$ cat src/rtl/ram_fifo_ctrl_pkg.sv
// Shared constants and types for the RAM-backed streaming FIFO.
// Imported by the interface, the output queue and the controller.
package ram_pkg;

  localparam int DEF_RAM_WIDTH = 8;
  localparam int DEF_RAM_DEPTH = 256;
  localparam int DEF_ADDR_SIZE = 8;
  localparam int OUTQ_DEPTH    = 2;

  localparam logic [2:0] OUTQ_SLOTS = 3'(OUTQ_DEPTH);

  typedef logic [1:0] outq_cnt_t;

  // Output-queue slots still claimed after this cycle's pop.
  function automatic logic [2:0] slots_busy(
    input outq_cnt_t cnt,
    input logic      inflight,
    input logic      pop
  );
    return {1'b0, cnt}
         + {2'b00, inflight}
         - {2'b00, pop};
  endfunction

endpackage

$ cat src/rtl/ram_fifo_ctrl_if.sv
// Valid/ready word stream used on both sides
// of the RAM FIFO controller.
interface ram_fifo_ctrl_if
  import ram_pkg::*;
#(
  parameter int DW = DEF_RAM_WIDTH
);

  logic          valid;
  logic          ready;
  logic [DW-1:0] data;

  modport master (
    output valid,
    output data,
    input  ready
  );

  modport slave (
    input  valid,
    input  data,
    output ready
  );

endinterface

$ cat src/rtl/ram_fifo_ctrl_outq.sv
// Two-entry output queue that catches RAM read data;
// slot0 is always the head so the source data is a plain register.
module ram_fifo_outq
  import ram_pkg::*;
#(
  parameter int W = DEF_RAM_WIDTH
) (
  input  logic         clk,
  input  logic         reset,
  input  logic         enq,
  input  logic [W-1:0] enq_data,
  input  logic         deq,
  output logic [W-1:0] head,
  output outq_cnt_t    count
);

  logic [W-1:0] slot0;
  logic [W-1:0] slot1;
  logic         do_enq;
  logic         do_deq;

  assign do_deq = deq && (count != 2'd0);
  assign do_enq = enq
               && ((count != 2'd2) || do_deq);
  assign head   = slot0;

  always_ff @(posedge clk) begin
    if (reset) begin
      count <= 2'd0;
    end else begin
      unique case ({do_enq, do_deq})
        2'b10: begin
          if (count == 2'd0) begin
            slot0 <= enq_data;
          end else begin
            slot1 <= enq_data;
          end
          count <= count + 2'd1;
        end
        2'b01: begin
          slot0 <= slot1;
          count <= count - 2'd1;
        end
        2'b11: begin
          if (count == 2'd1) begin
            slot0 <= enq_data;
          end else begin
            slot0 <= slot1;
            slot1 <= enq_data;
          end
        end
        default: ;
      endcase
    end
  end

endmodule

$ cat src/rtl/ram_fifo_ctrl.sv
// FIFO controller driving an external 1-cycle-latency dual-port RAM,
// with a small output queue to stream at one word per cycle.
module ram_fifo_ctrl
  import ram_pkg::*;
#(
  parameter int RAM_WIDTH = DEF_RAM_WIDTH,
  parameter int RAM_DEPTH = DEF_RAM_DEPTH,
  parameter int ADDR_SIZE = DEF_ADDR_SIZE
) (
  input  logic                 clk,
  input  logic                 reset,
  ram_fifo_ctrl_if.slave       s,
  ram_fifo_ctrl_if.master      m,
  output logic                 ram_wr_enb,
  output logic [ADDR_SIZE-1:0] ram_wr_addr,
  output logic [RAM_WIDTH-1:0] ram_wr_data,
  output logic                 ram_rd_enb,
  output logic [ADDR_SIZE-1:0] ram_rd_addr,
  input  logic [RAM_WIDTH-1:0] ram_rd_data,
  output logic [ADDR_SIZE:0]   fill_level
);

  localparam logic [ADDR_SIZE:0] FULL =
    (ADDR_SIZE+1)'(RAM_DEPTH);

  logic [ADDR_SIZE-1:0] wr_ptr;
  logic [ADDR_SIZE-1:0] rd_ptr;
  logic [ADDR_SIZE:0]   ram_count;
  logic                 rd_inflight;
  outq_cnt_t            outq_cnt;
  logic [RAM_WIDTH-1:0] outq_head;

  logic s_ready;
  logic m_valid;
  logic push;
  logic pop;
  logic issue;

  // Full is judged on registered state only; a read
  // issued this cycle frees space from the next one.
  assign s_ready = !reset && (ram_count != FULL);
  assign s.ready = s_ready;
  assign push    = s.valid && s_ready;

  assign m_valid = (outq_cnt != 2'd0);
  assign m.valid = m_valid;
  assign m.data  = outq_head;
  assign pop     = m_valid && m.ready;

  // A read may only go out if its return has a
  // queue slot waiting for it next cycle.
  assign issue = !reset
              && (ram_count != '0)
              && (slots_busy(outq_cnt, rd_inflight, pop)
                  < OUTQ_SLOTS);

  assign ram_wr_enb  = push;
  assign ram_wr_addr = wr_ptr;
  assign ram_wr_data = s.data;
  assign ram_rd_enb  = issue;
  assign ram_rd_addr = rd_ptr;

  assign fill_level = ram_count
                    + {{ADDR_SIZE{1'b0}}, rd_inflight}
                    + (ADDR_SIZE+1)'(outq_cnt);

  always_ff @(posedge clk) begin
    if (reset) begin
      wr_ptr      <= '0;
      rd_ptr      <= '0;
      ram_count   <= '0;
      rd_inflight <= 1'b0;
    end else begin
      rd_inflight <= issue;
      if (push) begin
        wr_ptr <= wr_ptr + 1'b1;
      end
      if (issue) begin
        rd_ptr <= rd_ptr + 1'b1;
      end
      unique case ({push, issue})
        2'b10:   ram_count <= ram_count + 1'b1;
        2'b01:   ram_count <= ram_count - 1'b1;
        default: ;
      endcase
    end
  end

  ram_fifo_outq #(
    .W (RAM_WIDTH)
  ) u_outq (
    .clk      (clk),
    .reset    (reset),
    .enq      (rd_inflight),
    .enq_data (ram_rd_data),
    .deq      (pop),
    .head     (outq_head),
    .count    (outq_cnt)
  );

endmodule

$ cat src/flat_wrapper.sv
// flat-port wrapper written by rule: the top's interface ports become plain ports
module ram_fifo_ctrl_flat import ram_pkg::*;
#(
  parameter int RAM_WIDTH = DEF_RAM_WIDTH,
  parameter int RAM_DEPTH = DEF_RAM_DEPTH,
  parameter int ADDR_SIZE = DEF_ADDR_SIZE
)
  (clk, reset, ram_wr_enb, ram_wr_addr, ram_wr_data, ram_rd_enb, ram_rd_addr, ram_rd_data, fill_level, s_valid, s_data, s_ready, m_valid, m_data, m_ready);
  ram_fifo_ctrl_if #(.DW((8))) s_i ();
  ram_fifo_ctrl_if #(.DW((8))) m_i ();
  input  logic clk;
  input  logic reset;
  output logic ram_wr_enb;
  output logic [ADDR_SIZE-1:0] ram_wr_addr;
  output logic [RAM_WIDTH-1:0] ram_wr_data;
  output logic ram_rd_enb;
  output logic [ADDR_SIZE-1:0] ram_rd_addr;
  input  logic [RAM_WIDTH-1:0] ram_rd_data;
  output logic [ADDR_SIZE:0] fill_level;
  input wire logic [$bits(s_i.valid)-1:0] s_valid;
  input wire logic [$bits(s_i.data)-1:0] s_data;
  output wire logic [$bits(s_i.ready)-1:0] s_ready;
  output wire logic [$bits(m_i.valid)-1:0] m_valid;
  output wire logic [$bits(m_i.data)-1:0] m_data;
  input wire logic [$bits(m_i.ready)-1:0] m_ready;
  assign s_i.valid = s_valid;
  assign s_i.data = s_data;
  assign s_ready = s_i.ready;
  assign m_valid = m_i.valid;
  assign m_data = m_i.data;
  assign m_i.ready = m_ready;
  ram_fifo_ctrl #(.RAM_WIDTH(RAM_WIDTH), .RAM_DEPTH(RAM_DEPTH), .ADDR_SIZE(ADDR_SIZE)) u_core (.clk(clk), .reset(reset), .s(s_i), .m(m_i), .ram_wr_enb(ram_wr_enb), .ram_wr_addr(ram_wr_addr), .ram_wr_data(ram_wr_data), .ram_rd_enb(ram_rd_enb), .ram_rd_addr(ram_rd_addr), .ram_rd_data(ram_rd_data), .fill_level(fill_level));
endmodule
$ cat config.mk
export PLATFORM = sky130hd
export DESIGN_NAME = ram_fifo_ctrl_flat
export DESIGN_NICKNAME = d
export VERILOG_FILES = /design/src/rtl/ram_fifo_ctrl_pkg.sv /design/src/rtl/ram_fifo_ctrl_if.sv /design/src/rtl/ram_fifo_ctrl_outq.sv /design/src/rtl/ram_fifo_ctrl.sv /design/src/flat_wrapper.sv
export SDC_FILE = /design/constraint.sdc
export NUM_CORES = 1
export LEC_CHECK = 0
export CAP_MARGIN = 20
export CORE_MARGIN = 3
export CORE_UTILIZATION = 35
export CTS_BUF_LIST = sky130_fd_sc_hd__clkbuf_8
export DETAILED_ROUTE_END_ITERATION = 12
export PLACE_DENSITY = 0.61
export SLEW_MARGIN = 20
export SYNTH_ARGS = -nofsm -noshare
export SYNTH_HDL_FRONTEND = slang
export SYNTH_HIERARCHICAL = 1
export SYNTH_SLANG_ARGS = --single-unit
$ cat constraint.sdc
create_clock -name clk -period 4.9 [get_ports clk]
set_input_delay 1.47 -clock clk [delete_from_list [all_inputs] [get_ports clk]]
set_output_delay 1.47 -clock clk [all_outputs]
set_load 0.05 [all_outputs]
==> impl_metrics.toml, run 1 <==
[status]
run_status = "finished clean"

[clock_tree]
clkSlewWorstSetupHoldPaths_ns = 0.08
cts_sinks = 44
h-tree-depth = 2
cts_tree = "yes"
cts-root-to-sink-buffers = 2
cts-buffers-inserted = 5
cts.hold.buffers_added = 0
clock-root-buffer = "sky130_fd_sc_hd__clkbuf_8"
clock_latency_ns = 0.30

[worst_setup_path]
critical-path-max-stage-delay_ns = 0.37
last_element_of_the_critical_path = "ram_rd_enb"
worstRegToRegCells = 16
r2r_slack_ns = 0.84
critical_path.reg2reg.endpoint = "u_core/ram_count[7]"
r2r_path_start = "u_core/u_outq/count[1]"
kind_of_end_point_of_the_critical_path = "primary output"
cpMostUsedCell = "sky130_fd_sc_hd__and2_4"
path_max_fanout = 2
critical_path_class = "in -> out"
path_cells = "dlygate4sd2_1, and2_4, ha_4, nand2b_4, fa_2, xor2_2, nor3b_4, and2_4, buf_12"
setup.worst_path.start = "m_ready"
category_of_the_worst_setup_path_launch_point = "primary input"
cp_data_required_time_ns = 3.43
timing.critical_path.arrival_ns = 3.27
critical-path-slowest-cell = "sky130_fd_sc_hd__fa_2"

[timing]
slew_violations = 0
final.setup.tns_ns = 0
rsz0062_at_grt = "no"
fin_clk_skew_ns = 0.0119
setup_violations = 0
setup_ws_ns = 0.162
layout_min_cycle_time_ns = 4.74
worstMarginPinSlew_ns = 0.593
timing.final.crit_share = 0.967
final-hold-violation-count = 0
max_clock_freq_mhz = 211
maxSlewHeadroom = 0.603

[routing]
detail_route.wirelength_mm = 5.44
wl_per_cell_um = 13.0
drcViolationCount = 0
vias_per_cell = 4.91
ant_nets = 0
detailroute.via_count = 2057
drtPass1Iterations = 4
drt_iter0_drc = 93

[power_and_ir_drop]
power.density_mw_per_mm2 = 580
totalPowerFinal_mw = 2.02
vdd_ir_drop_max_mv = 0.457
power_leakage_nw = 1.38

[floorplan]
die_w_um = 92.3
core-area_mm2 = 0.00702
start_util = 0.371
rows = 30
fp.dieArea_mm2 = 0.00852
design.portCount = 65
floorplan.die.height_um = 92.3

[place]
detailed_place.area_mm2 = 0.00332
detailedPlace.worstSlack_ns = -0.279
placement.io_buffers = 48
routabilityCongestion = 0.848
dp_hpwl_mm = 4.07

[global_routing]
grt_util_all_layers = 0.133
grt_first_pass_wirelength_mm = 9.24
maximum_number_of_pins_on_one_net_before_global_route_repair = 19
globalRouteOverflowTotal = 0
grt_antenna_before_repair = 0
first_global_vias = 1892

[synthesis]
synth.yosys.warnings = 6
synth_cell_type_count = 50
netlist_instances = 256
synth.yosys.seq_area_share = 0.399
yosys_register_bits = 44
synth.largest_area_cell = "sky130_fd_sc_hd__dfxtp_1"
yosys.area.top_type_share = 0.215
synth_enable_flop_cells = 16
postSynthNetCount = 295
syn-mean-instance-area_um2 = 10.2
ys_dominant_reg_cell = "sky130_fd_sc_hd__dfxtp_1"
netlist_top_cells_area = "sky130_fd_sc_hd__dfxtp_1 (22%), sky130_fd_sc_hd__edfxtp_1 (18%), sky130_fd_sc_hd__ha_1 (7.2%)"
synthesis.area_mm2 = 0.00261
asr_flop_ratio_synth = 0

[final_layout]
flow.area_growth_from_synthesis_pct = 33.4
fraction_of_layout_instances_using_a_drive_strength_above_1 = 0.195
final_area_mm2 = 0.00348
layout.nets = 361
antenna_fix_cells = 0

[hold_path]
hp-class = "reg -> reg"

[job]
max_cap_viol_count = 0
synth_stat cells, types with 7 or more instances:
cell type,instances
sky130_fd_sc_hd__mux2_2,10
sky130_fd_sc_hd__dfxtp_1,28
sky130_fd_sc_hd__edfxtp_1,16
sky130_fd_sc_hd__nor2_1,28
sky130_fd_sc_hd__xnor2_1,9
sky130_fd_sc_hd__buf_4,9
sky130_fd_sc_hd__nand2_1,14
sky130_fd_sc_hd__a21oi_1,8
sky130_fd_sc_hd__ha_1,15
sky130_fd_sc_hd__nand4_1,9
sky130_fd_sc_hd__xor2_1,14
sky130_fd_sc_hd__inv_1,11
sky130_fd_sc_hd__nand3_1,7
state kept, by name, indices dropped and copies added, names as in the netlist:
name / flops
u_core/rd_inflight: 1
u_core/ram_count: 9
u_core/u_outq/slot1: 8
u_core/u_outq/head: 8
u_core/u_outq/count: 2
u_core/ram_wr_addr: 8
u_core/ram_rd_addr: 8
worst max-delay path, delay by kind of cell:
kind,cells,cell delay (ns)
xor+xnor,1,0.17
fa+ha+maj,2,0.57
simple gates,4,0.70
buf+inv,2,0.37
cell type report:
class                           count  area [um2]
Clock inverter                      3        46.3
Sequential cell                    44        1040
Clock buffer                        5        68.8
Multi-Input combinational cell    186        1450
Inverter                           11        41.3
Timing Repair Buffer               74         704
Tap cell                           96         120
Fill cell                         690        3540
stage by stage:
stage | instances | utilization | hold WS, ns
2_1_floorplan | 256 | - | 0.513
3_3_place_gp | 410 | 0.473 | 0.486
3_5_place_dp | 410 | 0.473 | 0.493
4_1_cts | 419 | 0.495 | 0.507
5_1_grt | 419 | 0.495 | 0.540
6_report | 419 | 0.495 | 0.502
logic make-up (layout without fill, tap and decap cells):
logic type      after synthesis  after routing  synth area share
compound gates               33             33            0.0888
xor+xnor                     23             23            0.0773
flops                        44             44             0.399
mux                          16             16            0.0663
buf+inv                      26             93            0.0562
simple gates                 95             95             0.209
fa+ha+maj                    19             19             0.103
layer usage:
metal | global-route usage | share of wire | up-vias
li1 | - | - | 1035
met1 | 0.182 | 0.49 | 967
met2 | 0.209 | 0.46 | 48
met3 | 0.0333 | 0.046 | 7
met4 | 0.0371 | 0.0077 | 0
met5 | 0 | 0 | -
report_power, final:
| part | total (mW) | internal, mW | switching [mW] | leakage, nW |
|---|---|---|---|---|
| logic | 1.20 | 0.542 | 0.660 | 0.953 |
| clock network | 0.287 | 0.154 | 0.134 | 0.0548 |
| registers | 0.526 | 0.434 | 0.0926 | 0.371 |
| total | 2.02 | 1.13 | 0.886 | 1.38 |
repair_timing:
action,CTS,global route
resized for setup,7,0
buffers inserted,2,0
endpoints found under the setup margin,1,0
worst min-delay path by stage:
stage                                        to  cells after the start  slack (ns)                   from
after floorplan             u_core/ram_count[8]                      2        0.51    u_core/ram_count[8]
after global placement    u_core/ram_rd_addr[6]                      2        0.49  u_core/ram_rd_addr[6]
after detailed placement  u_core/ram_rd_addr[6]                      2        0.49  u_core/ram_rd_addr[6]
after CTS                 u_core/ram_rd_addr[6]                      2        0.51  u_core/ram_rd_addr[6]
after global routing      u_core/ram_rd_addr[6]                      2        0.54  u_core/ram_rd_addr[6]
final                     u_core/ram_rd_addr[6]                      2        0.50  u_core/ram_rd_addr[6]
cell usage in the layout, fill, tap and decap left out, types with 3 or more instances in the layout:
master,synthesis,final
sky130_fd_sc_hd__clkdlybuf4s50_1,0,44
sky130_fd_sc_hd__nor2_1,28,28
sky130_fd_sc_hd__dfxtp_1,28,28
sky130_fd_sc_hd__buf_4,9,26
sky130_fd_sc_hd__edfxtp_1,16,16
sky130_fd_sc_hd__nand2_1,14,14
sky130_fd_sc_hd__ha_1,15,14
sky130_fd_sc_hd__xor2_1,14,13
sky130_fd_sc_hd__inv_1,11,11
sky130_fd_sc_hd__mux2_2,10,10
sky130_fd_sc_hd__nand4_1,9,9
sky130_fd_sc_hd__xnor2_1,9,9
sky130_fd_sc_hd__a21oi_1,8,8
sky130_fd_sc_hd__nand3_1,7,7
sky130_fd_sc_hd__mux2i_1,6,6
sky130_fd_sc_hd__clkbuf_8,0,5
sky130_fd_sc_hd__a21o_1,5,5
sky130_fd_sc_hd__and3_1,4,4
sky130_fd_sc_hd__o21ai_0,4,4
sky130_fd_sc_hd__buf_12,0,3
sky130_fd_sc_hd__a211oi_1,3,3
sky130_fd_sc_hd__nand3b_1,3,3
sky130_fd_sc_hd__nor3_1,3,3
sky130_fd_sc_hd__nor2b_1,3,3
sky130_fd_sc_hd__fa_1,4,3
(Power assumes the default switching activity.)
==> run 2, diff against run 1 <==
Settings changed: CAP_MARGIN 20 to 40.
==> results of run 2 <==
The final DEF is identical to that of run 1; final timing and power are the same.
